==> src/rtl/dcp_dump_if.sv <==
// Handshake bundle between a DCP command block and the serial debug unit:
// one scan channel (receiver) and one print channel (transmitter).
interface dcp_dump_if;
  logic        req_rx;
  logic        type_rx;
  logic [31:0] din_rx;
  logic        flag_rx;
  logic        ack_rx;
  logic        req_tx;
  logic        type_tx;
  logic [31:0] dout;
  logic        ack_tx;

  // Command block side: issues requests, consumes scanned values.
  modport master (
    output req_rx, type_rx, req_tx, type_tx, dout,
    input  din_rx, flag_rx, ack_rx, ack_tx
  );

  // Serial unit side: answers requests.
  modport slave (
    input  req_rx, type_rx, req_tx, type_tx, dout,
    output din_rx, flag_rx, ack_rx, ack_tx
  );
endinterface

==> src/rtl/dcp_dump.sv <==
// Debug command processor: dumps WORDS consecutive array words per command
// as "<cmd><addr>=<data>\r\n" lines. The start address is scanned, or an
// empty line resumes after the last fully printed word.
// DATA_W must be <= 32 and WORDS >= 1.
//
// state | meaning
// ------+----------------------------------------------------------
// IDLE  | not selected; outputs and counters cleared
// SCAN  | raise scan request for the start address
// WAITS | wait for scan acknowledge, latch start address
// LOAD  | capture array data at cur_addr
// SEND  | present one field of the line and raise print request
// WAITT | wait for print acknowledge, advance field
// NEXT  | line complete; advance address and word count
// DONE  | all words printed; finish held until deselected
module dcp_dump #(
  parameter int ADDR_W = 5,
  parameter int DATA_W = 32,
  parameter int WORDS  = 4
) (
  input  logic              clk,
  input  logic              rstn,
  input  logic [7:0]        sel_mode,
  input  logic [7:0]        cmd_code,
  output logic              finish,
  dcp_dump_if.master        bus,
  output logic [ADDR_W-1:0] addr,
  input  logic [DATA_W-1:0] din_rf
);

  localparam int WC_W = (WORDS > 1) ? $clog2(WORDS) : 1;

  localparam logic [2:0] S_IDLE  = 3'd0;
  localparam logic [2:0] S_SCAN  = 3'd1;
  localparam logic [2:0] S_WAITS = 3'd2;
  localparam logic [2:0] S_LOAD  = 3'd3;
  localparam logic [2:0] S_SEND  = 3'd4;
  localparam logic [2:0] S_WAITT = 3'd5;
  localparam logic [2:0] S_NEXT  = 3'd6;
  localparam logic [2:0] S_DONE  = 3'd7;

  localparam logic [2:0] FLD_LAST = 3'd5;

  logic [2:0]        state_q, state_d;
  logic              finish_q, finish_d;
  logic              req_rx_q, req_rx_d;
  logic              type_rx_q, type_rx_d;
  logic              req_tx_q, req_tx_d;
  logic              type_tx_q, type_tx_d;
  logic [31:0]       dout_q, dout_d;
  logic [2:0]        fld_q, fld_d;
  logic [WC_W-1:0]   wcnt_q, wcnt_d;
  logic [ADDR_W-1:0] cur_addr_q, cur_addr_d;
  logic [ADDR_W-1:0] last_addr_q, last_addr_d;
  logic [DATA_W-1:0] data_q, data_d;

  logic              active;
  logic [ADDR_W-1:0] addr_inc;
  logic              unused_din_rx;

  assign active        = (sel_mode == cmd_code);
  assign addr_inc      = cur_addr_q + ADDR_W'(1);
  assign unused_din_rx = ^bus.din_rx;

  // Next-state and datapath updates for the dump sequencer.
  always_comb begin
    state_d     = state_q;
    finish_d    = finish_q;
    req_rx_d    = req_rx_q;
    type_rx_d   = type_rx_q;
    req_tx_d    = req_tx_q;
    type_tx_d   = type_tx_q;
    dout_d      = dout_q;
    fld_d       = fld_q;
    wcnt_d      = wcnt_q;
    cur_addr_d  = cur_addr_q;
    last_addr_d = last_addr_q;
    data_d      = data_q;

    if (!active || (state_q == S_IDLE)) begin
      // Deselect drops everything on the same edge, so a request never
      // lingers into IDLE and a coincident ack cannot advance last_addr.
      finish_d  = 1'b0;
      req_rx_d  = 1'b0;
      type_rx_d = 1'b0;
      req_tx_d  = 1'b0;
      type_tx_d = 1'b0;
      dout_d    = '0;
      fld_d     = '0;
      wcnt_d    = '0;
      state_d   = active ? S_SCAN : S_IDLE;
    end else begin
      case (state_q)
        S_SCAN: begin
          req_rx_d  = 1'b1;
          type_rx_d = 1'b1;
          state_d   = S_WAITS;
        end
        S_WAITS: begin
          if (bus.ack_rx) begin
            req_rx_d   = 1'b0;
            cur_addr_d = bus.flag_rx ? last_addr_q : bus.din_rx[ADDR_W-1:0];
            state_d    = S_LOAD;
          end
        end
        S_LOAD: begin
          data_d  = din_rf;
          state_d = S_SEND;
        end
        S_SEND: begin
          req_tx_d = 1'b1;
          case (fld_q)
            3'd0: begin type_tx_d = 1'b0; dout_d = {24'h0, cmd_code}; end
            3'd1: begin type_tx_d = 1'b1; dout_d = 32'(cur_addr_q);    end
            3'd2: begin type_tx_d = 1'b0; dout_d = 32'h0000_003D;      end
            3'd3: begin type_tx_d = 1'b1; dout_d = 32'(data_q);        end
            3'd4: begin type_tx_d = 1'b0; dout_d = 32'h0000_000D;      end
            default: begin type_tx_d = 1'b0; dout_d = 32'h0000_000A;   end
          endcase
          state_d = S_WAITT;
        end
        S_WAITT: begin
          if (bus.ack_tx) begin
            req_tx_d = 1'b0;
            if (fld_q == FLD_LAST) begin
              fld_d   = '0;
              state_d = S_NEXT;
            end else begin
              fld_d   = fld_q + 3'd1;
              state_d = S_SEND;
            end
          end
        end
        S_NEXT: begin
          // last_addr only moves once a whole line is out, so an aborted
          // dump resumes at the first incomplete word.
          cur_addr_d  = addr_inc;
          last_addr_d = addr_inc;
          wcnt_d      = wcnt_q + WC_W'(1);
          state_d     = (wcnt_q == WC_W'(WORDS - 1)) ? S_DONE : S_LOAD;
        end
        S_DONE: begin
          finish_d = 1'b1;
        end
        default: state_d = S_IDLE;
      endcase
    end
  end

  // State and output registers.
  always_ff @(posedge clk or negedge rstn) begin
    if (!rstn) begin
      state_q     <= S_IDLE;
      finish_q    <= 1'b0;
      req_rx_q    <= 1'b0;
      type_rx_q   <= 1'b0;
      req_tx_q    <= 1'b0;
      type_tx_q   <= 1'b0;
      dout_q      <= '0;
      fld_q       <= '0;
      wcnt_q      <= '0;
      cur_addr_q  <= '0;
      last_addr_q <= '0;
      data_q      <= '0;
    end else begin
      state_q     <= state_d;
      finish_q    <= finish_d;
      req_rx_q    <= req_rx_d;
      type_rx_q   <= type_rx_d;
      req_tx_q    <= req_tx_d;
      type_tx_q   <= type_tx_d;
      dout_q      <= dout_d;
      fld_q       <= fld_d;
      wcnt_q      <= wcnt_d;
      cur_addr_q  <= cur_addr_d;
      last_addr_q <= last_addr_d;
      data_q      <= data_d;
    end
  end

  assign finish      = finish_q;
  assign bus.req_rx  = req_rx_q;
  assign bus.type_rx = type_rx_q;
  assign bus.req_tx  = req_tx_q;
  assign bus.type_tx = type_tx_q;
  assign bus.dout    = dout_q;
  assign addr        = cur_addr_q;

endmodule

==> src/flat_wrapper.sv <==
// flat-port wrapper written by rule: the top's interface ports become plain ports
module dcp_dump_flat 
#(
  parameter int ADDR_W = 5,
  parameter int DATA_W = 32,
  parameter int WORDS  = 4
)
  (clk, rstn, sel_mode, cmd_code, finish, addr, din_rf, bus_req_rx, bus_type_rx, bus_req_tx, bus_type_tx, bus_dout, bus_din_rx, bus_flag_rx, bus_ack_rx, bus_ack_tx);
  dcp_dump_if bus_i ();
  input  logic clk;
  input  logic rstn;
  input  logic [7:0] sel_mode;
  input  logic [7:0] cmd_code;
  output logic finish;
  output logic [ADDR_W-1:0] addr;
  input  logic [DATA_W-1:0] din_rf;
  output wire logic [$bits(bus_i.req_rx)-1:0] bus_req_rx;
  output wire logic [$bits(bus_i.type_rx)-1:0] bus_type_rx;
  output wire logic [$bits(bus_i.req_tx)-1:0] bus_req_tx;
  output wire logic [$bits(bus_i.type_tx)-1:0] bus_type_tx;
  output wire logic [$bits(bus_i.dout)-1:0] bus_dout;
  input wire logic [$bits(bus_i.din_rx)-1:0] bus_din_rx;
  input wire logic [$bits(bus_i.flag_rx)-1:0] bus_flag_rx;
  input wire logic [$bits(bus_i.ack_rx)-1:0] bus_ack_rx;
  input wire logic [$bits(bus_i.ack_tx)-1:0] bus_ack_tx;
  assign bus_req_rx = bus_i.req_rx;
  assign bus_type_rx = bus_i.type_rx;
  assign bus_req_tx = bus_i.req_tx;
  assign bus_type_tx = bus_i.type_tx;
  assign bus_dout = bus_i.dout;
  assign bus_i.din_rx = bus_din_rx;
  assign bus_i.flag_rx = bus_flag_rx;
  assign bus_i.ack_rx = bus_ack_rx;
  assign bus_i.ack_tx = bus_ack_tx;
  dcp_dump #(.ADDR_W(ADDR_W), .DATA_W(DATA_W), .WORDS(WORDS)) u_core (.clk(clk), .rstn(rstn), .sel_mode(sel_mode), .cmd_code(cmd_code), .finish(finish), .bus(bus_i), .addr(addr), .din_rf(din_rf));
endmodule
==> config.mk <==
export PLATFORM = sky130hd
export DESIGN_NAME = dcp_dump_flat
export DESIGN_NICKNAME = d
export VERILOG_FILES = /design/src/rtl/dcp_dump_if.sv /design/src/rtl/dcp_dump.sv /design/src/flat_wrapper.sv
export SDC_FILE = /design/constraint.sdc
export NUM_CORES = 1
export LEC_CHECK = 0
export ABC_AREA = 0
export CAP_MARGIN = 20
export CORE_MARGIN = 1
export CORE_UTILIZATION = 25
export CTS_CLUSTER_DIAMETER = 200
export DETAILED_ROUTE_END_ITERATION = 16
export PLACE_DENSITY_LB_ADDON = 0.2
export SYNTH_ARGS = -nofsm -noshare
export SYNTH_HDL_FRONTEND = slang
export SYNTH_SLANG_ARGS = --single-unit
==> constraint.sdc <==
create_clock -name clk -period 2 [get_ports clk]
set_input_delay 0.3 -clock clk [delete_from_list [all_inputs] [get_ports clk]]
set_output_delay 0.3 -clock clk [all_outputs]
set_load 0.01 [all_outputs]
==> results.cfg <==
[power]
ir_drop_uv = 437
leakagePower_nw = 2.53
p_per_area_nw_per_um2 = 639

[outcome]
status = finished, final reports clean

[yosys]
postSynthAreaPerCell_um2 = 11.8
syn_nets = 419
synth_area_leader_cell = dfrtp_1
synth-seq-area-share = 0.556
synth_enable_flop_cells = 0
ys_ff_latch = 87
ys_types = 45
synth.top_cell.area_share = 0.556
yosys_warnings = 0
ys.flop_type = dfrtp_1
async_reset_ff_frac = 1.00
synthTopCellsByArea = dfrtp_1, mux2_2, a22o_1
synth_area_um2 = 3920
synthCells = 331

[clock_network]
clk_pin_slew_ns = 0.07
cts_max_path_buffers = 2
cts_buffers = 9
cts_tree = yes
insertion_delay_ns = 0.34
cts_root_buf = clkbuf_16
cts.sinks = 87
h-tree-depth = 3

[worst_setup_path]
rr_worst_depth = 5
regToRegSetupSlack_ns = 0.20
path_delay_family = buffers and inverters
critPathRequiredTime_ns = 2.23
cp_max_fo = 32
r2r-start = u_core.state_q[2]
cp_cell_sequence = clkdlybuf4s50_1 -> xnor2_1 -> buf_4 -> nand4_1 -> nor3_4 -> buf_12 -> mux2_2
r2r_end = u_core.data_q[0]
arrival_ns = 2.17
cp_slowest_cell = clkdlybuf4s50_1
cp_num_buf_inv = 3
cp.depth = 7
endpoint_kind = flop
crit_type = input port to flop
startpoint_type = input port
slowest_delay_ns = 0.50

[detailed_routing]
drt_first_pass_iters = 4
drt-initial-drc-count = 153
ant_nets = 0
num_vias = 3091
viasPerCell = 4.61
wirelength_mm = 10.9
wire_per_inst_um = 16.2
drc = 0

[timing]
fin_crit_sh = 0.973
setup_viol = 0
slew_headroom = 0.689
grt_setup_unrepaired = no
final_max_slew_viol_count = 0
layout_setup_ws_ns = 0.0531
fin_crit_ns = 1.95
finalSetupTns_ns = 0
hold_viol = 0
clock.fmax_ghz = 0.514
finClkSkew_ns = 0.00510
tightest_slew_ns = 0.466

[job]
cap_violations = 0

[layout]
drive_gt1_frac = 0.207
postLayoutCellArea_um2 = 5690
mostFrequentLayoutCell = clkdlybuf4s50_1
area_delta_synth_final_pct = 45.4
nets = 542
layout_common_cells = clkdlybuf4s50_1, dfrtp_1, mux2_2, buf_4, a22o_1
num_antenna_cells = 0

[grt]
grt_pass1_wl_mm = 17.0
gr-total-overflow = 0
grt_start_max_net_pins = 45
grt_pass1_vias = 3128
grt_antenna_before_repair = 0
grt_usage = 0.140

[place]
place_ws_ns = -0.408
placed_area_um2 = 5360
io_buffer_count = 99
dp_hpwl_mm = 7.62
routabilityCongestion = 0.808

[floorplanning]
initial_core_util = 0.257
core_area_um2 = 15300
die-width_um = 127
die_area_um2 = 16200
die_h_um = 127
rows = 45
io_pins = 127

[min_path]
worst_hold_path_type = input port to asynchronous set/reset pin
-- cell usage after synthesis (3+ instances only) --
library cell	n
mux2i_1	3
nor2b_1	3
dfrtp_1	87
and4_1	3
buf_2	9
inv_1	7
clkbuf_1	10
a21oi_1	14
a31oi_1	3
o2bb2ai_1	8
a22o_1	24
nor2_1	12
xnor2_1	9
ha_1	3
o21ai_0	20
nor3_1	8
a211oi_1	5
nand3_1	7
nand4_1	6
nand2_1	21
mux2_2	37
-- stage by stage --
stage          power, W  utilization  std cells  hold WS, ns
6_report        0.00364        0.373        670        0.384
3_5_place_dp    0.00205        0.351        652        0.216
3_3_place_gp    0.00205        0.351        652        0.210
5_1_grt         0.00380        0.373        670        0.409
2_1_floorplan   0.00185            -        331      0.00441
4_1_cts         0.00371        0.371        670        0.379
-- sequential cells by signal, summed over array words and instances, names as in the netlist, 2 cells and up --
signal              flops
u_core.addr             5
u_core.state_q          3
u_core.bus.dout        32
u_core.wcnt_q           2
u_core.data_q          32
u_core.fld_q            3
u_core.last_addr_q      5
-- worst max path at each step --
stage | startpoint | end | slack [ns]
finish | cmd_code[5] | u_core.data_q[0] | 0.05
global route | cmd_code[5] | u_core.data_q[24] | 0.005
CTS | cmd_code[2] | u_core.last_addr_q[4] | 0.04
detailed placement | cmd_code[2] | u_core.last_addr_q[4] | -0.41
global placement | cmd_code[2] | u_core.last_addr_q[1] | -0.40
floorplan | u_core.fld_q[1] | u_core.bus.dout[3] | 0.29
-- worst reg2reg max path, stage by stage (launching register included) --
cell and delay [ns]:
dfrtp_1 0.44, inv_1 0.17, nand3_1 0.17, nor3_4 0.26, buf_12 0.24, mux2_2 0.41
-- routing by layer --
layer	global-route usage	vias to the layer above	share of wire
met5	0	-	0
met4	0.0406	0	0.013
met3	0.0683	10	0.087
met2	0.217	93	0.46
met1	0.172	1525	0.44
li1	-	1463	-
-- where the power goes --
part / switching (W) / internal, W
Sequential: 0.00000160 / 0.00176
Clock: 0.000756 / 0.000857
Combinational: 0.000105 / 0.000155
Total: 0.000862 / 0.00277
-- logic make-up after synthesis --
logic type / after synthesis / share of synthesized area
buffers and inverters: 29 / 0.0355
muxes: 41 / 0.117
AOI/OAI and AO/OA: 91 / 0.165
adders and majority gates: 3 / 0.00959
and+or+nand+nor: 70 / 0.0943
xor gates and xnor gates: 10 / 0.0224
DFF: 87 / 0.556
-- area by class of cell --
| cell class | count | area [µm²] |
|---|---|---|
| fill | 1513 | 9570 |
| timing repair buffer | 134 | 1310 |
| inverter | 7 | 26.3 |
| sequential | 87 | 2180 |
| tap | 211 | 264 |
| clock buffer | 9 | 225 |
| clock inverter | 7 | 55.1 |
| multi-input combinational | 215 | 1640 |
-- what timing repair did --
| action | in CTS | in global routing |
|---|---|---|
| setup endpoints to repair | 10 | 30 |
| hold buffers | 1 | 0 |
| resized for setup | 1 | 5 |
| setup buffers | 1 | 0 |
| pin swaps | 2 | 0 |
| hold endpoints to repair | 19 | 0 |
(Power assumes the default switching activity.)
==> patch 1 (same settings) <==
`WORDS` is set to 4 in 2 places; all go to 8.
--- a/src/rtl/dcp_dump.sv
+++ b/src/rtl/dcp_dump.sv
@@ -18,3 +18,3 @@
   parameter int DATA_W = 32,
-  parameter int WORDS  = 4
+  parameter int WORDS  = 8
 ) (
--- a/src/flat_wrapper.sv
+++ b/src/flat_wrapper.sv
@@ -5,3 +5,3 @@
   parameter int DATA_W = 32,
-  parameter int WORDS  = 4
+  parameter int WORDS  = 8
 )
Function: same outputs for any inputs over 10 cycles, from zero or initial values and one cycle with rstn low; that may be too few to reach the edited logic, so the function may still have changed.
==> patch 1 against the original RTL <==
  * Count of clock-buffer cells in the layout grew 1
  * Global-route usage is essentially flat
  * Clock power grew 5%
  * Sequential cell count grew 1
  * Worst setup slack gained 0.048 ns
  * Area after synthesis grew 3.8%
  * Cell area grew 5.2%
  * Die area grew 3.8%
  * Routed wire length grew 1.9%
  * Maximum frequency grew 2.5%
  * Register-to-register slack lost 0.07 ns
  * Total power grew 1.9%
  * First-iteration DRC count shrank 4.6%
  * Critical path type unchanged
  * Critical endpoint is now u_core.last_addr_q[4]$_DFFE_PN0P_
==> patch 1: results (changes against the original RTL) <==
outcome=complete, no violations; Synth cell types=38 (-16%); RR Endpoint=u_core.data_q[2]$_DFFE_PN0P_; GRT Total Usage=14.0% (about the same); synthesized area per cell=10.7 µm² (-9.8%); Leak=0.00255 µW (+1.0%); Ant. Diodes=0 (unchanged); max_slew headroom=68.7% (-0.20 points); Min-Delay Path Class=in2async; Seq/Total Area, Yosys=54.2% (-1.4 points); Syn Nets=470 (+12%); vias=3297 (+6.7%); H-tree levels=3 (unchanged); number of global-route vias before repair=3445 (+10%); Skew-Pair Late Insertion Delay=0.34 ns (about the same); CTS max path bufs=2 (unchanged); root buf cell=clkbuf_16; final WL=11.1 mm (+1.9%); Port Buffers=99 (unchanged); first-pass GRT wire length=17.8 mm (+4.9%); Via density=4.54 (-1.6%); placed cells=702 (+7.7%); Clock Skew=0.00509 ns (-0.00000536 ns); DR iter-0 viols=146 (-4.6%); synth cell count leaders=88 x dfrtp_1, 42 x nor2_1, 33 x mux2_2, 33 x nand2_1, 26 x a22oi_1; post-DP HPWL=7.76 mm (+1.8%); Worst path top cell family by delay=buffers and inverters; Final nets=594 (+9.6%); slowest cell on the critical path=nor4_4; arrival time worst endpoint=2.12 ns (-0.05 ns); largest net degree at the start of global routing=48 (+6.7%); Synth area leaders=dfrtp_1 54%, mux2_2 9.1%, a22oi_1 4.8%; Post-DP Area=5480 µm² (+2.2%); routability cong.=0.762 (-5.7%); worst reg2reg path depth=6 (+1); Max VDD drop=0.417 mV (-4.7%); Max FO, Critical Path=13 (-59%); initial antenna violation count=0 (unchanged); Fill cells=1598 (+5.6%); share of cells above drive strength 1=19.8% (-0.89 points); DR pass1 iterations=4 (unchanged); r2r startpoint=u_core.state_q[0]$_DFFE_PN0P_; Worst path max stage delay=0.36 ns (-0.14 ns); Reg2Reg Setup Slack=0.13 ns (-0.07 ns); clock buffer count from CTS=9 (unchanged); Async SR Flop Fraction=100% (unchanged)
-- patch 1: cell types whose count changed after synthesis, moves of 5 or more --
cell / delta
o2bb2ai_1: -8
clkbuf_1: +13
a22oi_1: +24
xor2_1: +8
nand4_1: -6
a22o_1: -22
nor2_1: +30
mux2i_1: +6
xnor2_1: -5
nand2_1: +12
buf_2: -9
a21oi_1: +6
-- patch 1: logic make-up (layout without fill, tap and decap cells) --
kind of cell	Yosys count	after routing	synth area share [%]
adder cells (fa/ha/maj)	4	4	1.23
AO/OA/AOI/OAI	86	86	13.7
multiplexers	45	45	12.2
buffers and inverters	35	164	3.78
XOR/XNOR	13	13	2.80
AND/OR/NAND/NOR	110	110	12.2
flip-flops	88	88	54.2
-- patch 1: layout make-up --
cell class                      count  share of cell area, %
Timing Repair Buffer              141                   23.3
Inverter                            7                  0.439
Clock buffer                       10                   3.82
Tap cell                          216                   4.51
Multi-Input combinational cell    258                   30.1
Clock inverter                      6                   1.13
Sequential cell                    88                   36.8
-- patch 1: power breakdown --
part           leakage (µW)  total [µW]  internal (µW)  switching, µW
sequential          0.00122        1780           1780           1.68
clock              0.000139        1690            975            715
combinational       0.00119         232            133           98.7
total               0.00255        3710           2890            816
-- patch 1: how the worst max path moves through the flow --
stage | from | to | slack (ns)
finish | cmd_code[7] | u_core.last_addr_q[4]$_DFFE_PN0P_ | 0.10
global route | cmd_code[7] | u_core.addr[3]$_DFFE_PN0P_ | -0.0005
CTS | cmd_code[4] | u_core.data_q[2]$_DFFE_PN0P_ | 0.0009
global placement | cmd_code[5] | u_core.data_q[13]$_DFFE_PN0P_ | -0.50
floorplan | cmd_code[5] | u_core.data_q[10]$_DFFE_PN0P_ | 0.08
detailed placement | cmd_code[5] | u_core.data_q[2]$_DFFE_PN0P_ | -0.51
-- patch 1: timing repair --
action                                 in CTS  in global routing
pin swaps                                   7                  3
endpoints found under the hold margin      15                  0
gates resized for setup                    47                  0
buffers inserted                            3                  1
setup endpoints to repair                  38                 32
hold buffers                                1                  0
gates cloned                                3                  0
-- patch 1: per-layer routing --
layer	wire, µm	GRT usage, %
met3	578	3.59
met5	0	0
met2	5200	22.4
met4	106	4.17
met1	5180	18.6
-- patch 1: stage by stage --
stage / setup WS [ns] / util (%) / power, µW / hold slack [ns] / TNS [ns]
after floorplan: 0.0755 / - / 1860 / 0.00441 / 0
after global placement: -0.498 / 34.5 / 2050 / 0.180 / -26.38
after detailed placement: -0.512 / 34.5 / 2050 / 0.182 / -26.98
after CTS: 0.000916 / 37.6 / 3770 / 0.354 / 0
after global routing: -0.000533 / 37.7 / 3850 / 0.378 / -0.000533
final: 0.101 / 37.7 / 3710 / 0.358 / 0
==> patch 2 (same flow settings) <==
Without the edit above. Register the input `sel_mode` before use, without a reset. The logic sees it one clock later. The other inputs are not delayed to match.
--- a/src/rtl/dcp_dump.sv
+++ b/src/rtl/dcp_dump.sv
@@ -43,2 +43,8 @@
 
+  logic [7:0] sel_mode_q;
+
+  always_ff @(posedge clk) begin
+    sel_mode_q <= sel_mode;
+  end
+
   logic [2:0]        state_q, state_d;
@@ -60,3 +66,3 @@
 
-  assign active        = (sel_mode == cmd_code);
+  assign active        = (sel_mode_q == cmd_code);
   assign addr_inc      = cur_addr_q + ADDR_W'(1);
Function: changed (Yosys sat finds a counterexample within 4 cycles, from zero or initial values and one cycle with rstn low).
==> patch 2 against the original RTL <==
  * The flow now finishes with violations (hold timing)
  * Synthesized cell count increased by 9.7%
  * Maximum frequency increased by 3.3%
  * Worst hold slack got worse by 0.40 ns
  * Cell area increased by 4.5%
  * Utilization decreased by 1.4 points
  * Combinational power decreased by 8.5%
  * Clock power increased by 3%
  * Sequential cell count increased by 8
  * Routed wire length increased by 0.84%
  * Worst setup slack improved by 0.062 ns
  * Total power increased by 5.5%
  * Area after synthesis increased by 8.4%
  * Critical path type unchanged
==> patch 2: results (changes against the original RTL) <==
Post-DP Area=5670 µm² (+5.8%); cts repair resizes=0 (-1); Fill cells=1695 (+12%); first-pass GRT wire length=18.3 mm (+8.0%); number of hold buffers added after CTS=0 (-1); Worst Setup EP=u_core.last_addr_q[1]$_DFFE_PN0P_; complex-gate fraction of the synthesized area=15.1% (-1.4 points); arrival time worst endpoint=2.12 ns (-0.05 ns); Via density=4.59 (-0.54%); largest net degree at the start of global routing=88 (+96%); failing checks=hold timing; Async SR Flop Fraction=91.6% (-8.4 points); Syn Nets=451 (+7.6%); Max VDD drop=0.375 mV (-14%); r2r startpoint=u_core.state_q[1]$_DFFE_PN0P_; outcome=finished, violations left; vias=3221 (+4.2%); Reg2Reg Setup Slack=0.15 ns (-0.05 ns); final hold viol count=26 (+26); final hold slack=-0.0183 ns (-0.402 ns); number of global-route vias before repair=3523 (+13%); DR iter-0 viols=121 (-21%); xor/xnor share of the synthesized area=2.27% (+0.034 points); mux cell area share after synthesis=11.0% (-0.70 points); synthesized area per cell=11.7 µm² (-1.2%)
patch 2: where the power goes:
| group | internal [µW] | total (µW) | switching, µW | leakage (µW) |
|---|---|---|---|---|
| logic | 145 | 238 | 93.4 | 0.00116 |
| clock network | 864 | 1660 | 800 | 0.000135 |
| registers | 1930 | 1930 | 4.76 | 0.00127 |
patch 2: worst max-delay path: cells and delay by family:
kind	cells	cell delay (ns)
XOR/XNOR	1	0.24
AND/OR/NAND/NOR	2	0.51
multiplexers	1	0.37
buffers and inverters	2	0.69
patch 2: metal layers:
metal,part of all wire (%),wire length (µm)
met1,44,4780
met2,47,5120
met3,7.4,806
met4,2.1,226
met5,0.14,15
patch 2: final cells by class:
class	instances	area [µm²]	area share, %
clock buffer	10	229	3.85
inverter	8	30.0	0.505
sequential	95	2340	39.3
timing repair buffer	131	1280	21.5
tap	220	275	4.62
clock inverter	6	53.8	0.904
multi-input combinational	232	1750	29.3
